==> config.mk <==
export PLATFORM = sky130hd
export DESIGN_NAME = vp_mac_stream_packer
export DESIGN_NICKNAME = d
export VERILOG_FILES = /design/src/rtl/vp_mac_stream_packer.sv
export SDC_FILE = /design/constraint.sdc
export NUM_CORES = 1
export LEC_CHECK = 0
export CAP_MARGIN = 20
export CORE_MARGIN = 8
export CORE_UTILIZATION = 35
export DETAILED_ROUTE_END_ITERATION = 10
export HOLD_SLACK_MARGIN = 0.05
export PLACE_DENSITY_LB_ADDON = 0.05
export SLEW_MARGIN = 20
export SYNTH_ARGS = -nofsm -noshare
export SYNTH_HDL_FRONTEND = slang
export SYNTH_SLANG_ARGS = --single-unit
==> constraint.sdc <==
create_clock -name clk -period 4.2 [get_ports clk]
set_input_delay 0.63 -clock clk [delete_from_list [all_inputs] [get_ports clk]]
set_output_delay 0.63 -clock clk [all_outputs]
set_load 0.03 [all_outputs]
==> src/rtl/vp_mac_stream_packer.sv <==
`default_nettype none
//=============================================================================
// Module      : vp_mac_stream_packer
// Description : Upstream feeder for the temporal variable-precision MAC.
//               Merges one job request, an activation byte stream and a
//               weight byte stream into the MAC's single slave stream.
//               Per job it emits a precision beat (tuser=1), a dequant-scale
//               beat, then cfg_len data beats {act,wgt} with tlast on the
//               final data beat. One job in flight at a time.
// Ports       : clk, rst_n (async, active-low)
//               cfg_*        job request (valid/ready + precision/scale/len/tid)
//               sa_axis_*    activation stream in (8-bit)
//               sw_axis_*    weight stream in (8-bit)
//               mo_axis_*    packed stream out to the MAC (single reg slot)
//               err_cfg      1-cycle pulse when a job request is rejected
// Revision    : 1.0 - initial release
//=============================================================================
module vp_mac_stream_packer #(
    parameter int AXIS_DW = 32,
    parameter int LEN_W   = 16
) (
    input  logic               clk,
    input  logic               rst_n,
    input  logic               cfg_valid,
    output logic               cfg_ready,
    input  logic [3:0]         cfg_precision,
    input  logic [31:0]        cfg_scale,
    input  logic [LEN_W-1:0]   cfg_len,
    input  logic [7:0]         cfg_tid,
    input  logic               sa_axis_tvalid,
    output logic               sa_axis_tready,
    input  logic [7:0]         sa_axis_tdata,
    input  logic               sw_axis_tvalid,
    output logic               sw_axis_tready,
    input  logic [7:0]         sw_axis_tdata,
    output logic               mo_axis_tvalid,
    input  logic               mo_axis_tready,
    output logic [AXIS_DW-1:0] mo_axis_tdata,
    output logic               mo_axis_tlast,
    output logic               mo_axis_tuser,
    output logic [7:0]         mo_axis_tid,
    output logic               err_cfg
);

    localparam logic [1:0] ST_IDLE      = 2'd0;
    localparam logic [1:0] ST_HDR_PREC  = 2'd1;
    localparam logic [1:0] ST_HDR_SCALE = 2'd2;
    localparam logic [1:0] ST_PAIR      = 2'd3;

    logic [1:0]       state;
    logic             alive;      // holds cfg_ready low while in reset
    logic [LEN_W-1:0] count;
    logic [LEN_W-1:0] len;
    logic [3:0]       prec;
    logic [31:0]      scale;
    logic [7:0]       tid;

    logic slot_free;
    logic cfg_fire;
    logic cfg_bad;
    logic pair_fire;
    logic last_pair;

    assign slot_free = !mo_axis_tvalid || mo_axis_tready;
    assign cfg_ready = alive && (state == ST_IDLE);
    assign cfg_fire  = cfg_valid && cfg_ready;
    assign cfg_bad   = (cfg_len == '0) || (cfg_precision > 4'd8);

    // Joint handshake: a pair is consumed only when both bytes are present
    // and the output slot can take the packed beat, so streams never skew.
    assign pair_fire      = (state == ST_PAIR) && sa_axis_tvalid && sw_axis_tvalid && slot_free;
    assign sa_axis_tready = pair_fire;
    assign sw_axis_tready = pair_fire;

    // count runs 0..len-1 and len >= 1, so len-1 never underflows and the
    // full-scale length completes without the counter wrapping.
    assign last_pair = (count == (len - LEN_W'(1)));

    always_ff @(posedge clk or negedge rst_n) begin
        if (!rst_n) begin
            state          <= ST_IDLE;
            alive          <= 1'b0;
            count          <= '0;
            len            <= '0;
            prec           <= '0;
            scale          <= '0;
            tid            <= '0;
            mo_axis_tvalid <= 1'b0;
            mo_axis_tdata  <= '0;
            mo_axis_tlast  <= 1'b0;
            mo_axis_tuser  <= 1'b0;
            mo_axis_tid    <= '0;
            err_cfg        <= 1'b0;
        end else begin
            alive   <= 1'b1;
            err_cfg <= 1'b0;

            // Slot drains on handshake; any load below overrides this.
            if (mo_axis_tvalid && mo_axis_tready) begin
                mo_axis_tvalid <= 1'b0;
            end

            case (state)
                ST_IDLE: begin
                    if (cfg_fire) begin
                        if (cfg_bad) begin
                            err_cfg <= 1'b1;
                        end else begin
                            prec  <= cfg_precision;
                            scale <= cfg_scale;
                            len   <= cfg_len;
                            tid   <= cfg_tid;
                            count <= '0;
                            // Load the precision beat straight from the request
                            // so back-to-back jobs stream without a bubble.
                            if (slot_free) begin
                                mo_axis_tvalid <= 1'b1;
                                mo_axis_tdata  <= AXIS_DW'(cfg_precision);
                                mo_axis_tuser  <= 1'b1;
                                mo_axis_tlast  <= 1'b0;
                                mo_axis_tid    <= cfg_tid;
                                state          <= ST_HDR_SCALE;
                            end else begin
                                state <= ST_HDR_PREC;
                            end
                        end
                    end
                end

                ST_HDR_PREC: begin
                    if (slot_free) begin
                        mo_axis_tvalid <= 1'b1;
                        mo_axis_tdata  <= AXIS_DW'(prec);
                        mo_axis_tuser  <= 1'b1;
                        mo_axis_tlast  <= 1'b0;
                        mo_axis_tid    <= tid;
                        state          <= ST_HDR_SCALE;
                    end
                end

                ST_HDR_SCALE: begin
                    if (slot_free) begin
                        mo_axis_tvalid <= 1'b1;
                        mo_axis_tdata  <= AXIS_DW'(scale);
                        mo_axis_tuser  <= 1'b0;
                        mo_axis_tlast  <= 1'b0;
                        mo_axis_tid    <= tid;
                        state          <= ST_PAIR;
                    end
                end

                ST_PAIR: begin
                    if (pair_fire) begin
                        mo_axis_tvalid <= 1'b1;
                        mo_axis_tdata  <= AXIS_DW'({sa_axis_tdata, sw_axis_tdata});
                        mo_axis_tuser  <= 1'b0;
                        mo_axis_tlast  <= last_pair;
                        mo_axis_tid    <= tid;
                        count          <= count + LEN_W'(1);
                        if (last_pair) begin
                            state <= ST_IDLE;
                        end
                    end
                end

                default: state <= ST_IDLE;
            endcase
        end
    end

endmodule
`default_nettype wire
### Word level (Yosys, flattened, before mapping)

Cells that the tools add are included.

* register bits: 123
* output and inout bits: 47
* logic and storage cells: 94

* add/subtract/negate cells: 2
* order comparisons: 1
* equality and inequality tests: 12
* multiplexer cells: 45
* bitwise operators: 1
* reductions and logical operators: 20

Operators by type and width (count)
* $mux 32: 6
* $pmux 32 s4: 1
* $mux 16: 3
* $mux 8: 5
* $pmux 16 s2: 1
* $pmux 8 s3: 1
* $mux 1: 17
* $add 16x1->16 const B: 1
* $eq 16x16->1: 1
* $logic_not 16->1: 1
* $sub 16x1->16 const B: 1
* $mux 2: 7
* $ne 2x2->1 const B: 7
* $reduce_and 6->1: 2
* $pmux 2 s4: 1
* $reduce_and 4->1: 2
* $logic_and 1x1->1: 6
* $pmux 1 s3: 2
* $reduce_and 3->1: 2
* $reduce_and 5->1: 1
* $eq 2x2->1 const B: 2
* $gt 4x4->1 const B: 1
* $pmux 1 s4: 1
* $eq 2x1->1 const B: 1
* other kinds (7): 8

### Logic depth before layout (Yosys ltp)

Gate-level depths: netlist of run 1.

* depth in word-level cells: 6
* depth in mapped cells: 11

### Least setup slack after synthesis of run 1

OpenSTA, ideal clock, no wires.

* kind: register to output
* start point: register state[0]
* end point: output sw_axis_tready
* arrival time: 2210 ps
* required time: 3570 ps
* slack: 1360 ps
* stages on the path, launching flop included: 6
* buffers on the path: 3
* path through: dfrtp_1 -> ha_1 -> clkbuf_1 -> clkbuf_1 -> nor3b_1 -> buf_4

* word-level cells in the longest chain between the ends: 4

RTL lines
* from (decl): RTL line 50 `logic [1:0] state;`
* from (signal assigned): RTL line 81 `state <= ST_IDLE;`
* from (signal assigned): RTL line 122 `state <= ST_HDR_SCALE;`
* from (signal assigned): RTL line 124 `state <= ST_HDR_PREC;`
* $eq 2x2->1: RTL line 71 `assign pair_fire = (state == ST_PAIR) && sa_axis_tvalid && sw_axis_tvalid && slot_free;`
* $logic_and 1x1->1 (3 in a row): RTL line 71
* to (decl): RTL line 34 `output logic sw_axis_tready,`

Every way passes these cells.

### Worst setup path in the final report of run 1

* start point: register len[0]
* end point: register state[1]

* word-level cells in the longest chain between the ends: 4

RTL lines
* from (decl): RTL line 53 `logic [LEN_W-1:0] len;`
* from (signal assigned): RTL line 111 `len <= cfg_len;`
* $sub 16x1->16: RTL line 77 `assign last_pair = (count == (len - LEN_W'(1)));`
* $eq 16x16->1: RTL line 77
* $ne 2x2->1 (no line)
* $reduce_and 6->1 (no line)

Every way passes these cells.
A chain may end at the register's enable or synchronous reset.

==> results by group, run 1 <==
Status
  – Outcome: completed

Drt
  – Total Wirelength: about 16 mm
  – Avg Vias per Cell: between 5 and 6
  – Drc violations: 0
  – DRT antenna net count: 0
  – DR pass1 iterations: 4
  – Post-DR wirelength/cell: approximately 18 um
  – Detailed Route Iter0 Violations: ~200
  – DR vias: around 4700

Critical path
  – CP arrival: between 3000 and 4000 ps
  – Critical path data required time: between 4000 and 5000 ps
  – Crit. End Element: flip-flop
  – Startpoint types: flip-flop
  – Setup CP Type: reg -> reg
  – Crit Path Max Fanout: 9

Synthesis
  – Number of distinct library cells after synthesis: 62
  – Synthesized area per cell: between 10 and 15 um2
  – Synth warn: 0
  – Synthesized cell area: ~0.006 mm2
  – EDFF count, synth: 0
  – Synth Flop Type: dfrtp_1
  – Synth async-reset ratio: 1.00
  – Syn Nets: 647
  – Sequential fraction of the synthesis area: 0.517
  – Yosys reg bits: about 120
  – Synth Instances: roughly 560

Floorplan
  – Starting Density: 0.358
  – Die Y: 146 um
  – Core area: around 0.017 mm2
  – Die Wd: 146 um
  – Die area: about 0.021 mm2
  – Ports: ~130
  – Cell row count: 47

Layout
  – Fillers: 1511
  – Fin util: 0.487
  – Layout cell share with drive strength beyond 1: 0.161
  – Multi-input logic area: 0.00273 mm2
  – Area added between synthesis and finish: 36.0%
  – Storage cell area: just over 0.003 mm2
  – N_diodes: 0
  – Final cell count without fillers: ~910
  – # nets final: between 700 and 800

Placed design
  – Post-DP HPWL: 11.6 mm
  – Port Buffer Count: approximately 130
  – RePlAce Congestion: between 0.7 and 0.8
  – # placed instances: 882

STA
  – Slew HR: 0.370
  – Final Max Tran Viols: 0
  – Layout Skew: between 10 and 15 ps
  – # setup viols final: 0
  – Max Fclk: 0.316 GHz
  – Final hold vios: 0
  – Final TNS setup: 0 ps
  – RSZ-0062 raised after global routing: no
  – Final worst path period share: 0.754
  – Worst-Margin Slew: 946 ps
  – Final min period: between 3000 and 4000 ps

GRT
  – Largest net degree at the start of global routing: about 100
  – Global route total overflow: 0
  – Initial antenna violation count: 1
  – Tot GR Track Use: 0.153
  – Vias in the first global route: 4997
  – First-pass GRT wire length: 26.3 mm

Pwr
  – Maximum vdd drop: ~370 uV
  – Pwr dens: a little over 800 mW/mm2
  – Pleak: around 0.0035 uW

CTS
  – TritonCTS clock tree: yes
  – Worst-Skew Late Latency: 410 ps
  – Post-cts sizing count: 0
  – Setup bufs post-CTS: 0
  – Clk buf depth: 2
  – Clk sinks: 123
  – H-tree depth: 4
  – Reg clk slew, reported paths: roughly 60 ps
  – CTS Buf Count: 17
  – CTS root buf: clkbuf_16
  – CTS Hold Buffers Added: 0

Job
  – Max Cap Viol: 0

Worst hold path
  – Min-delay worst type: in -> async
state kept, by name, indices dropped and copies added (netlist names):
| signal | cells |
|---|---|
| mo_axis_tdata | 32 |
| scale | 32 |
| count | 16 |
| len | 16 |
| mo_axis_tid | 8 |
| tid | 8 |
| prec | 4 |
| state | 2 |
| alive | 1 |
| err_cfg | 1 |
| mo_axis_tlast | 1 |
| mo_axis_tuser | 1 |
| mo_axis_tvalid | 1 |
final cells by class:
class / instances / share of cell area
repair buffers: 136 / 0.166
flip-flops and latches: 123 / 0.380
clock inverters: 13 / 0.0233
multi-input cells: 394 / 0.337
well taps: 220 / 0.0340
clock buffers: 19 / 0.0559
inverters: 9 / 0.00417
metrics by stage:
stage	hold slack [ps]	total power [uW]	instance area [um2]	setup slack (ps)
5_1_grt	405	7040	8100	740
2_1_floorplan	334	4030	5960	1360
4_1_cts	378	6670	8100	983
6_report	315	6570	8100	1030
3_3_place_gp	452	4980	7460	639
3_5_place_dp	457	5050	7460	664
cell families (layout without fill, tap and decap cells):
group	Yosys count	count (layout)	share of synthesized area
compound gates	90	90	0.105
mux	72	72	0.134
simple gates	198	198	0.162
xor+xnor	27	27	0.0420
other cells	1	1	0.000629
flops	123	123	0.517
buf+inv	42	177	0.0275
fa+ha+maj	6	6	0.0126
cells in the final DEF (no fill, tap or decap), types with 4 or more instances in the layout:
cell	n
a21o_1	4
a21oi_1	25
a221oi_1	13
a222oi_1	4
a22o_1	4
buf_4	8
bufinv_16	4
clkbuf_16	17
clkdlybuf4s50_1	127
dfrtp_1	123
ha_1	6
inv_1	9
mux2_2	61
mux2i_1	10
nand2_1	55
nand3_1	22
nor2_1	64
nor2b_1	6
nor3_1	12
nor4_1	7
o21ai_0	16
xnor2_1	16
xor2_1	10
where the power goes:
group	total (uW)	internal [uW]	switching, uW
registers	2160	1730	432
clock network	1580	1030	549
logic	2830	1250	1580
path summary, 6_finish.rpt:
check	from	end	slack (ps)	cells after the start
min in group clk	mo_axis_tdata[25]$_DFFE_PN0P_	mo_axis_tdata[25]$_DFFE_PN0P_	460	2
max in group asynchronous	rst_n	mo_axis_tdata[3]$_DFFE_PN0P_	2920	2
worst max register to register	len[0]$_DFFE_PN0P_	state[1]$_DFFE_PN0P_	1030	9
worst min register to register	mo_axis_tdata[25]$_DFFE_PN0P_	mo_axis_tdata[25]$_DFFE_PN0P_	460	2
worst max-delay path	len[0]$_DFFE_PN0P_	state[1]$_DFFE_PN0P_	1030	9
worst min-delay path	rst_n	count[4]$_DFFE_PN0P_	320	1
metal layers:
metal  vias to the layer above  global-route usage  share of wire
li1                       2237                   -              -
met3                        15              0.0584          0.069
met2                       114               0.238           0.47
met5                         -                   0        0.00081
met1                      2312               0.191           0.45
met4                         2              0.0526         0.0090
synthesized netlist by cell type, types with 6 or more instances:
cell	n	area share
nor2_1	64	0.040
a21oi_1	25	0.021
xnor2_1	16	0.024
mux2i_1	10	0.017
nor4_1	7	0.0073
dfrtp_1	123	0.52
nor3_1	12	0.010
a221oi_1	13	0.019
nand2_1	55	0.035
ha_1	6	0.013
nand3_1	23	0.019
xor2_1	10	0.015
mux2_2	61	0.12
nor2b_1	6	0.0063
o21ai_0	16	0.013
inv_1	9	0.0057
clkbuf_1	27	0.017
critical path: stages, from the launching register on:
cell	delay (ps)
dfrtp_1	450
inv_1	90
ha_1	360
nor4b_2	550
nor4bb_1	350
xnor2_1	160
o211a_1	180
nand4_1	290
or4_1	590
nand3_1	90
Note: power is estimated with default switching activity, not from simulation.
==> run 2, diff against run 1 <==
==> constraint.sdc (replaced) <==
create_clock -name clk -period 2.8 [get_ports clk]
set_input_delay 0.42 -clock clk [delete_from_list [all_inputs] [get_ports clk]]
set_output_delay 0.42 -clock clk [all_outputs]
set_load 0.03 [all_outputs]
==> run 2 against run 1 <==
Compared with the run above:
- critical path depth shrank 2
- routed wire length grew 1.9%
- power grew 54%
==> results by group, run 2 (synthesized netlist as in run 1, its figures left out) <==
GRT
  – Met3 usage: 0.0596 (+0.00124)
  – Grt met2 use: 0.249 (+0.0116)
  – Grt met1 use: 0.188 (-0.00252)
  – GRT Max-Usage Layer: met2
  – Tot GR Track Use: 0.156 (+0.00258)
  – Vias in the first global route: 5012 (+0.30%)
  – First-pass GRT wire length: 26.7 mm (+1.4%)
  – Initial antenna violation count: 2 (+1)
  – Global route total overflow: 0 (unchanged)
  – Largest net degree at the start of global routing: 54 (-47%)

STA
  – # setup viols final: 0 (unchanged)
  – Max Fclk: 0.377 GHz (+19%)
  – Worst-Margin Slew: 855 ps (-90.8 ps)
  – Layout Skew: 12.7 ps (-0.292 ps)
  – RSZ-0062 raised after global routing: no
  – Final hold vios: 0 (unchanged)
  – Final Max Tran Viols: 0 (unchanged)
  – Slew HR: 0.429 (+0.0594)
  – Final min period: 2650 ps (-514 ps)
  – Final TNS setup: 0 ps (unchanged)
  – Final worst path period share: 0.947 (+0.193)

Layout
  – Design area: 0.00839 mm2 (+3.6%)
  – Most frequent cells in the layout: clkdlybuf4s50_1, dfrtp_1, nor2_1, mux2_2, nand2_1
  – Multi-input logic area: 0.00275 mm2 (+0.55%)
  – # nets final: 800 (+4.0%)
  – Storage cell area: 0.00308 mm2 (unchanged)
  – Most common cell after layout, fill and taps aside: clkdlybuf4s50_1
  – Final cell count without fillers: 945 (+3.4%)
  – Area added between synthesis and finish: 40.8%
  – Biggest regs: mo_axis_tdata (32), scale (32)
  – Fillers: 1514 (+0.20%)
  – N_diodes: 0 (unchanged)
  – Layout cell share with drive strength beyond 1: 0.201 (+0.0400)

Pwr
  – Pleak: 0.00365 uW (+5.0%)
  – Pwr dens: 1210 mW/mm2 (+49%)
  – Maximum vdd drop: 733 uV (+97%)
  – Power, Total: 10100 uW (+54%)

CTS
  – H-tree depth: 4 (unchanged)
  – Clk sinks: 123 (unchanged)
  – CTS Buf Count: 17 (unchanged)
  – Reg clk slew, reported paths: 60 ps (about the same)
  – Clk buf depth: 2 (unchanged)
  – CTS root buf: clkbuf_16
  – TritonCTS clock tree: yes
  – Worst-Skew Late Latency: 410 ps (about the same)

Placed design
  – Port Buffer Count: 128 (unchanged)
  – Post-DP HPWL: 11.9 mm (+2.9%)
  – RePlAce Congestion: 0.803 (+1.6%)
  – Dpl cell area: 0.00774 mm2 (+3.8%)
  – # placed instances: 910 (+3.2%)

Floorplan
  – Die Wd: 146 um (unchanged)
  – Ports: 129 (unchanged)
  – Cell row count: 47 (unchanged)
  – Core area: 0.0166 mm2 (unchanged)
  – Die area: 0.0215 mm2 (unchanged)
  – Die Y: 146 um (unchanged)
  – Starting Density: 0.358 (unchanged)

Critical path
  – Crit Path Max Fanout: 5 (-4)
  – Startpoint types: flip-flop
  – CP arrival: 3000 ps (-510 ps)
  – Crit. End Element: flip-flop
  – Critical path data required time: 3140 ps (-1400 ps)
  – CP startpoint: len[5]$_DFFE_PN0P_
  – Origin of the critical flop-to-flop path: len[5]$_DFFE_PN0P_
  – Setup CP Type: reg -> reg

Drt
  – Total Wirelength: 16.3 mm (+1.9%)
  – DR vias: 4738 (+1.2%)
  – Avg Vias per Cell: 5.01 (-2.1%)
  – Post-DR wirelength/cell: 17.3 um (-1.5%)
  – DRT antenna net count: 0 (unchanged)
  – Detailed Route Iter0 Violations: 209 (+3.5%)
  – DR pass1 iterations: 5 (+1)
  – Drc violations: 0 (unchanged)

Worst hold path
  – Min-delay worst type: reg -> reg
  – Hold Crit Start: mo_axis_tdata[22]$_DFFE_PN0P_

Status
  – Outcome: completed

Job
  – Max Cap Viol: 0 (unchanged)
==> run 2: layer usage <==
| layer | share of wire | routed length, um | up-vias |
|---|---|---|---|
| met2 | 0.48 | 7820 | 112 |
| met4 | 0.0074 | 121 | 4 |
| li1 | - | - | 2290 |
| met1 | 0.45 | 7360 | 2320 |
| met3 | 0.063 | 1030 | 12 |
| met5 | 0.0012 | 20 | - |
==> run 2: cell type report <==
cell class              count  area share
clock buffers              19      0.0540
clock inverters            13      0.0183
inverters                   9     0.00403
multi-input cells         394       0.327
flip-flops and latches    123       0.367
well taps                 220      0.0328
repair buffers            167       0.197
==> run 2: path summary, 6_finish.rpt <==
kind | slack (ps) | to | cells after the start
max | 150 | state[1]$_DFFE_PN0P_ | 7
min in group asynchronous | 540 | count[5]$_DFFE_PN0P_ | 2
min | 470 | mo_axis_tdata[22]$_DFFE_PN0P_ | 2
min reg2reg | 470 | mo_axis_tdata[22]$_DFFE_PN0P_ | 2
max in group asynchronous | 1560 | scale[1]$_DFFE_PN0P_ | 3
max reg2reg | 150 | state[1]$_DFFE_PN0P_ | 7
==> run 2: per-stage QoR <==
stage	setup slack, ps	hold WS [ps]	utilization
after global placement	69.7	409	0.465
after CTS	17.2	473	0.502
after detailed placement	44.3	406	0.465
after global routing	9.21	499	0.504
after floorplan	139	124	-
final	148	467	0.504
==> run 2: power breakdown <==
| group | switching [uW] | internal [uW] |
|---|---|---|
| combinational | 2520 | 2210 |
| clock | 854 | 1380 |
| sequential | 567 | 2590 |
==> run 2: timing repair <==
action / in CTS / in global routing
setup endpoints to repair: 0 / 4
hold buffers: 1 / 0
buffers inserted: 0 / 2
endpoints found under the hold margin: 47 / 0
gates resized for setup: 0 / 3
==> run 2: critical path, cell delays in order (launching register included) <==
cell and delay [ps]:
dfrtp_1 370, or4_4 600, nor3_1 340, mux2_2 380, a21oi_1 160, o2bb2ai_2 140, or4_1 490, nand3_1 100
==> run 3, diff against run 2 <==
--- a/config.mk
+++ b/config.mk
@@ -11,6 +11,7 @@
 export DETAILED_ROUTE_END_ITERATION = 10
 export HOLD_SLACK_MARGIN = 0.05
 export PLACE_DENSITY_LB_ADDON = 0.05
+export REMOVE_ABC_BUFFERS = 1
 export SLEW_MARGIN = 20
 export SYNTH_ARGS = -nofsm -noshare
 export SYNTH_HDL_FRONTEND = slang
==> run 3 against run 2 <==
Compared with the run above:
- hold slack got worse by 76 ps
- critical path type unchanged
- fmax shrank 0.78%
- non-clock buffer count rose by 3
- cell area decreased by 0.40%
- combinational power is essentially flat
- cell count up 0.32%
- sequential power is essentially flat
- core utilization is 0.20 points lower
- die area unchanged
- largest power group unchanged
- critical endpoint unchanged
- via count up 1.2%
==> results by group, run 3 (synthesized netlist as in run 1, its figures left out) <==
CTS
  – CTS Buf Count: 17 (unchanged)
  – H-tree depth: 4 (unchanged)
  – TritonCTS clock tree: yes
  – CTS root buf: clkbuf_16
  – Worst-Skew Late Latency: 410 ps (about the same)
  – Clk sinks: 123 (unchanged)
  – Reg clk slew, reported paths: 60 ps (about the same)
  – Clk buf depth: 2 (unchanged)

Pwr
  – Switching Fraction: 0.395 (+0.00619)
  – Logic pwr share: 0.473 (+0.005)
  – Internal cell power: 6070 uW (-1.8%)
  – Clock power share: 0.212 (-0.009)
  – Pleak: 0.00363 uW (-0.60%)
  – Reg power frac: 0.315 (+0.003)
  – Power, Total: 10000 uW (-0.83%)
  – Pwr dens: 1200 mW/mm2 (-0.42%)
  – Maximum vdd drop: 500 uV (-32%)
  – Sw Pwr: 3970 uW (+0.75%)

STA
  – Final worst path period share: 0.955 (+0.00741)
  – Final min period: 2670 ps (+20.7 ps)
  – # setup viols final: 0 (unchanged)
  – RSZ-0062 raised after global routing: no
  – Worst-Margin Slew: 943 ps (+87.9 ps)
  – Final hold vios: 0 (unchanged)
  – Final Max Tran Viols: 0 (unchanged)
  – Slew HR: 0.370 (-0.0587)
  – Layout Skew: 11.1 ps (-1.61 ps)
  – Max Fclk: 0.374 GHz (-0.78%)

Placed design
  – Post-DP HPWL: 12.5 mm (+4.9%)
  – Dpl cell area: 0.00776 mm2 (+0.18%)
  – RePlAce Congestion: 0.798 (-0.65%)
  – Port Buffer Count: 128 (unchanged)
  – # placed instances: 914 (+0.44%)

Drt
  – Drc violations: 0 (unchanged)
  – DR pass1 iterations: 5 (unchanged)
  – Total Wirelength: 16.9 mm (+3.2%)
  – Avg Vias per Cell: 5.06 (+0.84%)
  – Detailed Route Iter0 Violations: 228 (+9.1%)
  – DR vias: 4793 (+1.2%)
  – Post-DR wirelength/cell: 17.8 um (+2.9%)
  – DRT antenna net count: 0 (unchanged)

Floorplan
  – Die area: 0.0215 mm2 (unchanged)
  – Die Y: 146 um (unchanged)
  – Ports: 129 (unchanged)
  – Starting Density: 0.358 (unchanged)
  – Cell row count: 47 (unchanged)
  – Die Wd: 146 um (unchanged)
  – Core area: 0.0166 mm2 (unchanged)

Layout
  – Area added between synthesis and finish: 40.3%
  – Most common cell after layout, fill and taps aside: clkdlybuf4s50_1
  – Layout cell share with drive strength beyond 1: 0.201 (-0.000554)
  – Biggest regs: mo_axis_tdata (32), scale (32)
  – # nets final: 803 (+0.38%)
  – Design area: 0.00836 mm2 (-0.40%)
  – Final cell count without fillers: 948 (+0.32%)
  – Most frequent cells in the layout: clkdlybuf4s50_1, dfrtp_1, nor2_1, mux2_2, nand2_1

GRT
  – Global route total overflow: 0 (unchanged)
  – Tot GR Track Use: 0.161 (+0.00511)
  – Initial antenna violation count: 2 (unchanged)
  – Vias in the first global route: 5084 (+1.4%)
  – First-pass GRT wire length: 27.5 mm (+3.1%)
  – Largest net degree at the start of global routing: 73 (+35%)

Critical path
  – R2R depth: 8 (+1)
  – CP arrival: 3010 ps (about the same)
  – Crit Path Max Fanout: 5 (unchanged)
  – Worst R2R Setup Slack: 130 ps (-20 ps)
  – Startpoint types: flip-flop
  – Origin of the critical flop-to-flop path: len[6]$_DFFE_PN0P_
  – Worst r2r dst: state[1]$_DFFE_PN0P_
  – Crit. End Element: flip-flop
  – Setup CP Type: reg -> reg
  – Critical path data required time: 3140 ps (about the same)

Worst hold path
  – Min-delay worst type: in -> async

Job
  – Max Cap Viol: 0 (unchanged)

Status
  – Outcome: completed
## run 3: changes by cell type in the layout (fill, tap and decap cells not counted), moves of 2 or more
| cell | before | now |
|---|---|---|
| buf_4 | 33 | 38 |
| clkbuf_8 | 2 | 0 |
| clkinv_2 | 1 | 3 |
| clkinvlp_4 | 1 | 4 |
| inv_6 | 6 | 2 |
## run 3: layer usage
metal | vias up | wire (um) | track usage
li1 | 2302 | - | -
met1 | 2341 | 7530 | 0.204
met2 | 129 | 7990 | 0.253
met3 | 19 | 1090 | 0.0525
met4 | 2 | 246 | 0.0541
met5 | - | 13 | 0
## run 3: how the worst max path moves through the flow
| stage | depth (start not counted) | from | end | slack [ps] |
|---|---|---|---|---|
| 2_1_floorplan | 8 | state[0]$_DFFE_PN0P_ | mo_axis_tdata[10]$_DFFE_PN0P_ | -2260 |
| 3_3_place_gp | 9 | cfg_len[10] | count[15]$_DFFE_PN0P_ | -80 |
| 3_5_place_dp | 8 | cfg_len[10] | count[6]$_DFFE_PN0P_ | -60 |
| 4_1_cts | 7 | len[6]$_DFFE_PN0P_ | state[1]$_DFFE_PN0P_ | 90 |
| 5_1_grt | 7 | len[6]$_DFFE_PN0P_ | state[0]$_DFFE_PN0P_ | 4 |
| 6_report | 8 | len[6]$_DFFE_PN0P_ | state[1]$_DFFE_PN0P_ | 130 |
## run 3: cell type report
type                    instances  area [um2]
diodes                          1        2.50
clock buffers                  17         425
clock inverters                14         149
fillers                      1526        8280
inverters                       9        33.8
multi-input cells             394        2740
flip-flops and latches        123        3080
well taps                     220         275
repair buffers                170        1660
## run 3: power groups by stage
stage,sequential (uW),clock [uW],combinational (uW)
after detailed placement,3190,0,4790
after floorplan,3620,0,2350
after global placement,3170,0,4710
after CTS,3170,2190,4810
final,3170,2130,4750
after global routing,3270,2290,5210
## run 3: metrics by stage
step	setup TNS (ps)	hold slack [ps]	setup slack (ps)	util
final	0	392	127	0.502
after global routing	0	397	3.86	0.502
after CTS	0	383	87.3	0.501
after detailed placement	-690	270	-64.0	0.466
after global placement	-329	270	-78.8	0.466
after floorplan	-196140	124	-2260	-
## run 3: critical path, stage by stage, from the launching register on
cell	delay [ps]
dfrtp_1	430
or4_4	600
nor4_4	340
buf_4	170
nand2_1	50
xnor2_1	170
nand4_1	200
or4_1	550
nand3_1	100
## run 3: what timing repair did
action / in CTS / in global routing
endpoints found under the hold margin: 9 / 0
setup endpoints to repair: 0 / 2
hold buffers: 1 / 0
setup buffers: 0 / 1
resized for setup: 0 / 1
==> RTL edit: new RTL, flow settings as in run 3 <==
Add an input register stage for `cfg_len`, without a reset; this delays it by one clock. The other inputs are not delayed to match.
--- a/src/rtl/vp_mac_stream_packer.sv
+++ b/src/rtl/vp_mac_stream_packer.sv
@@ -47,6 +47,12 @@
     localparam logic [1:0] ST_HDR_SCALE = 2'd2;
     localparam logic [1:0] ST_PAIR      = 2'd3;
 
+    logic [LEN_W-1:0] cfg_len_q;
+
+    always_ff @(posedge clk) begin
+        cfg_len_q <= cfg_len;
+    end
+
     logic [1:0]       state;
     logic             alive;      // holds cfg_ready low while in reset
     logic [LEN_W-1:0] count;
@@ -64,7 +70,7 @@
     assign slot_free = !mo_axis_tvalid || mo_axis_tready;
     assign cfg_ready = alive && (state == ST_IDLE);
     assign cfg_fire  = cfg_valid && cfg_ready;
-    assign cfg_bad   = (cfg_len == '0) || (cfg_precision > 4'd8);
+    assign cfg_bad   = (cfg_len_q == '0) || (cfg_precision > 4'd8);
 
     // Joint handshake: a pair is consumed only when both bytes are present
     // and the output slot can take the packed beat, so streams never skew.
@@ -108,7 +114,7 @@
                         end else begin
                             prec  <= cfg_precision;
                             scale <= cfg_scale;
-                            len   <= cfg_len;
+                            len   <= cfg_len_q;
                             tid   <= cfg_tid;
                             count <= '0;
                             // Load the precision beat straight from the request
Function: changed (a bounded check fails within 4 cycles, from zero or initial values and one cycle with rst_n low).
==> RTL edit against run 3 <==
- worst hold slack gained 0.048 ns
- global-route usage is 0.91 points lower
- sequential share of layout area is 2.3 points higher
- fmax is 1.6% higher
- routed wire length shrank 3.7%
- sequential cell count increased by 16
- cell area up 3.9%
- combinational power decreased by 12%
- worst setup slack improved by 0.041 ns
- area after synthesis rose by 5.0%
- power decreased by 1.5%
- clock power up 17%
- critical path type unchanged
==> RTL edit: results (changes against run 3) <==
Inst Count DP=930 (was 914); library cells used by synthesis=60 (was 62); r2r endpoint=state[0] (was state[1]); Worst Hold Margin=0.4400 ns (was 0.3917 ns); min-delay worst type=input pin to flop (was input pin to asynchronous set/reset pin); reg-to-reg startpoint=len[1] (was len[6]); fillers=1587 (was 1526); CP arrival=2.93 ns (was 3.01 ns); Pleak=3.678 nW (was 3.631 nW); wire length on met2=7849 µm (was 7991 µm); share of layout cells above drive strength 1=0.2057 (was 0.2008); Post-Synthesis Cell Area=0.006253 mm² (was 0.005958 mm²); uppermost layer routed=met4 (was met5); top post-synthesis cells by area=dfrtp_1 (49%), mux2_2 (11%), dfxtp_1 (5.1%), nand2_1 (4.8%), o21ai_0 (4.0%) (was dfrtp_1 (52%), mux2_2 (12%), nor2_1 (4.0%), nand2_1 (3.5%), xnor2_1 (2.4%)); DR WL met3=946 µm (was 1091 µm); RePlAce Congestion=0.8062 (was 0.7981); Synth async-reset ratio=0.8849 (was 1.000); status=finished clean (unchanged); vias per cell=4.978 (was 5.056); flop2flop setup slack=0.17 ns (was 0.13 ns); nets@finish=809 (was 803); per-cell routed wire length=16.88 µm (was 17.80 µm); TritonRoute pass-1 iters=4 (was 5); Worst Path Max Fanout=6 (was 5); vias in the first global route=5114 (was 5084); Ant. Diodes=0 (was 1); worst slack, placed=-0.02075 ns (was -0.06403 ns); sequential cell area fraction in the yosys report=0.5434 (was 0.5166); CP peak stage delay=0.60 ns (about the same); Iter 0 DRT Violations=295 (was 228); first-pass GRT wire length=26540 µm (was 27540 µm); Slew @ Worst Pin=0.9380 ns (was 0.9426 ns); initial antenna violation count=0 (was 2); M1 wire length=7277 µm (was 7529 µm); via count=4794 (was 4793); maximum VDD drop=0.5096 mV (was 0.5002 mV)
[RTL edit: cell count changes after synthesis, sizes merged, moves of 5 or more]
| cell | before | now |
|---|---|---|
| a22oi | 1 | 12 |
| a21oi | 25 | 20 |
| o21ai | 17 | 52 |
| nor4 | 8 | 13 |
| a221oi | 13 | 0 |
| nor2 | 64 | 22 |
| dfxtp | 0 | 16 |
| nand2b | 2 | 8 |
| nand2 | 55 | 80 |
| nand3 | 23 | 7 |
[RTL edit: cell families (layout without fill, tap and decap cells)]
logic type / after synthesis / in the layout / share of synthesized area
AND/OR/NAND/NOR: 171 / 171 / 0.1375
flip-flops: 139 / 139 / 0.5434
AO/OA/AOI/OAI: 119 / 119 / 0.1211
multiplexers: 72 / 72 / 0.1275
buffers and inverters: 42 / 207 / 0.03141
XOR/XNOR: 19 / 19 / 0.02661
adder cells (fa/ha/maj): 6 / 6 / 0.01200
other: 1 / 1 / 0.0005997
[RTL edit: repair_timing]
action,CTS,global route
setup endpoints to repair,0,1
hold buffers,1,0
setup buffers,0,0
endpoints found under the hold margin,24,0
gates resized for setup,0,6
[RTL edit: per-layer routing]
metal / global-route usage / vias to the layer above
li1: - / 2329
met1: 0.1869 / 2320
met2: 0.2482 / 132
met3: 0.04717 / 13
met4: 0.04898 / 0
met5: 0 / -
[RTL edit: layout make-up]
cell class                      instances  area, µm²  area share
Tap cell                              229      286.5     0.03300
Multi-Input combinational cell        388       2699      0.3108
Timing Repair Buffer                  166       1609      0.1853
Sequential cell                       139       3398      0.3914
Clock buffer                           20      446.7     0.05144
Clock inverter                         12      210.2     0.02421
Inverter                                9      33.78    0.003890
[RTL edit: worst max path at each step]
stage / slack, ns / startpoint / cells after the start / to
6_report: 0.17 / len[1] / 6 / state[0]
5_1_grt: 0.01 / len[1] / 11 / state[0]
4_1_cts: 0.05 / len[1] / 6 / state[0]
3_5_place_dp: -0.02 / cfg_precision[2] / 9 / count[7]
3_3_place_gp: 0.03 / cfg_precision[2] / 9 / count[8]
2_1_floorplan: -2.20 / state[1] / 7 / state[0]
[RTL edit: metrics by stage]
| step | area [µm²] | total power [mW] |
|---|---|---|
| floorplan | 6091 | 5.695 |
| global placement | 7996 | 7.353 |
| detailed placement | 7996 | 7.450 |
| CTS | 8663 | 9.990 |
| global route | 8683 | 10.58 |
| finish | 8683 | 9.891 |
[RTL edit: power by group]
group          switching, mW  internal [mW]
clock network          0.871           1.62
logic                   2.32           1.88
registers              0.458           2.74
total                   3.65           6.24
[RTL edit: critical path: cells and delay by family, from the launching register on]
family / cells / cell delay, ns
AND/OR/NAND/NOR: 3 / 1.34
AO/OA/AOI/OAI: 3 / 0.77
flip-flops: 1 / 0.39
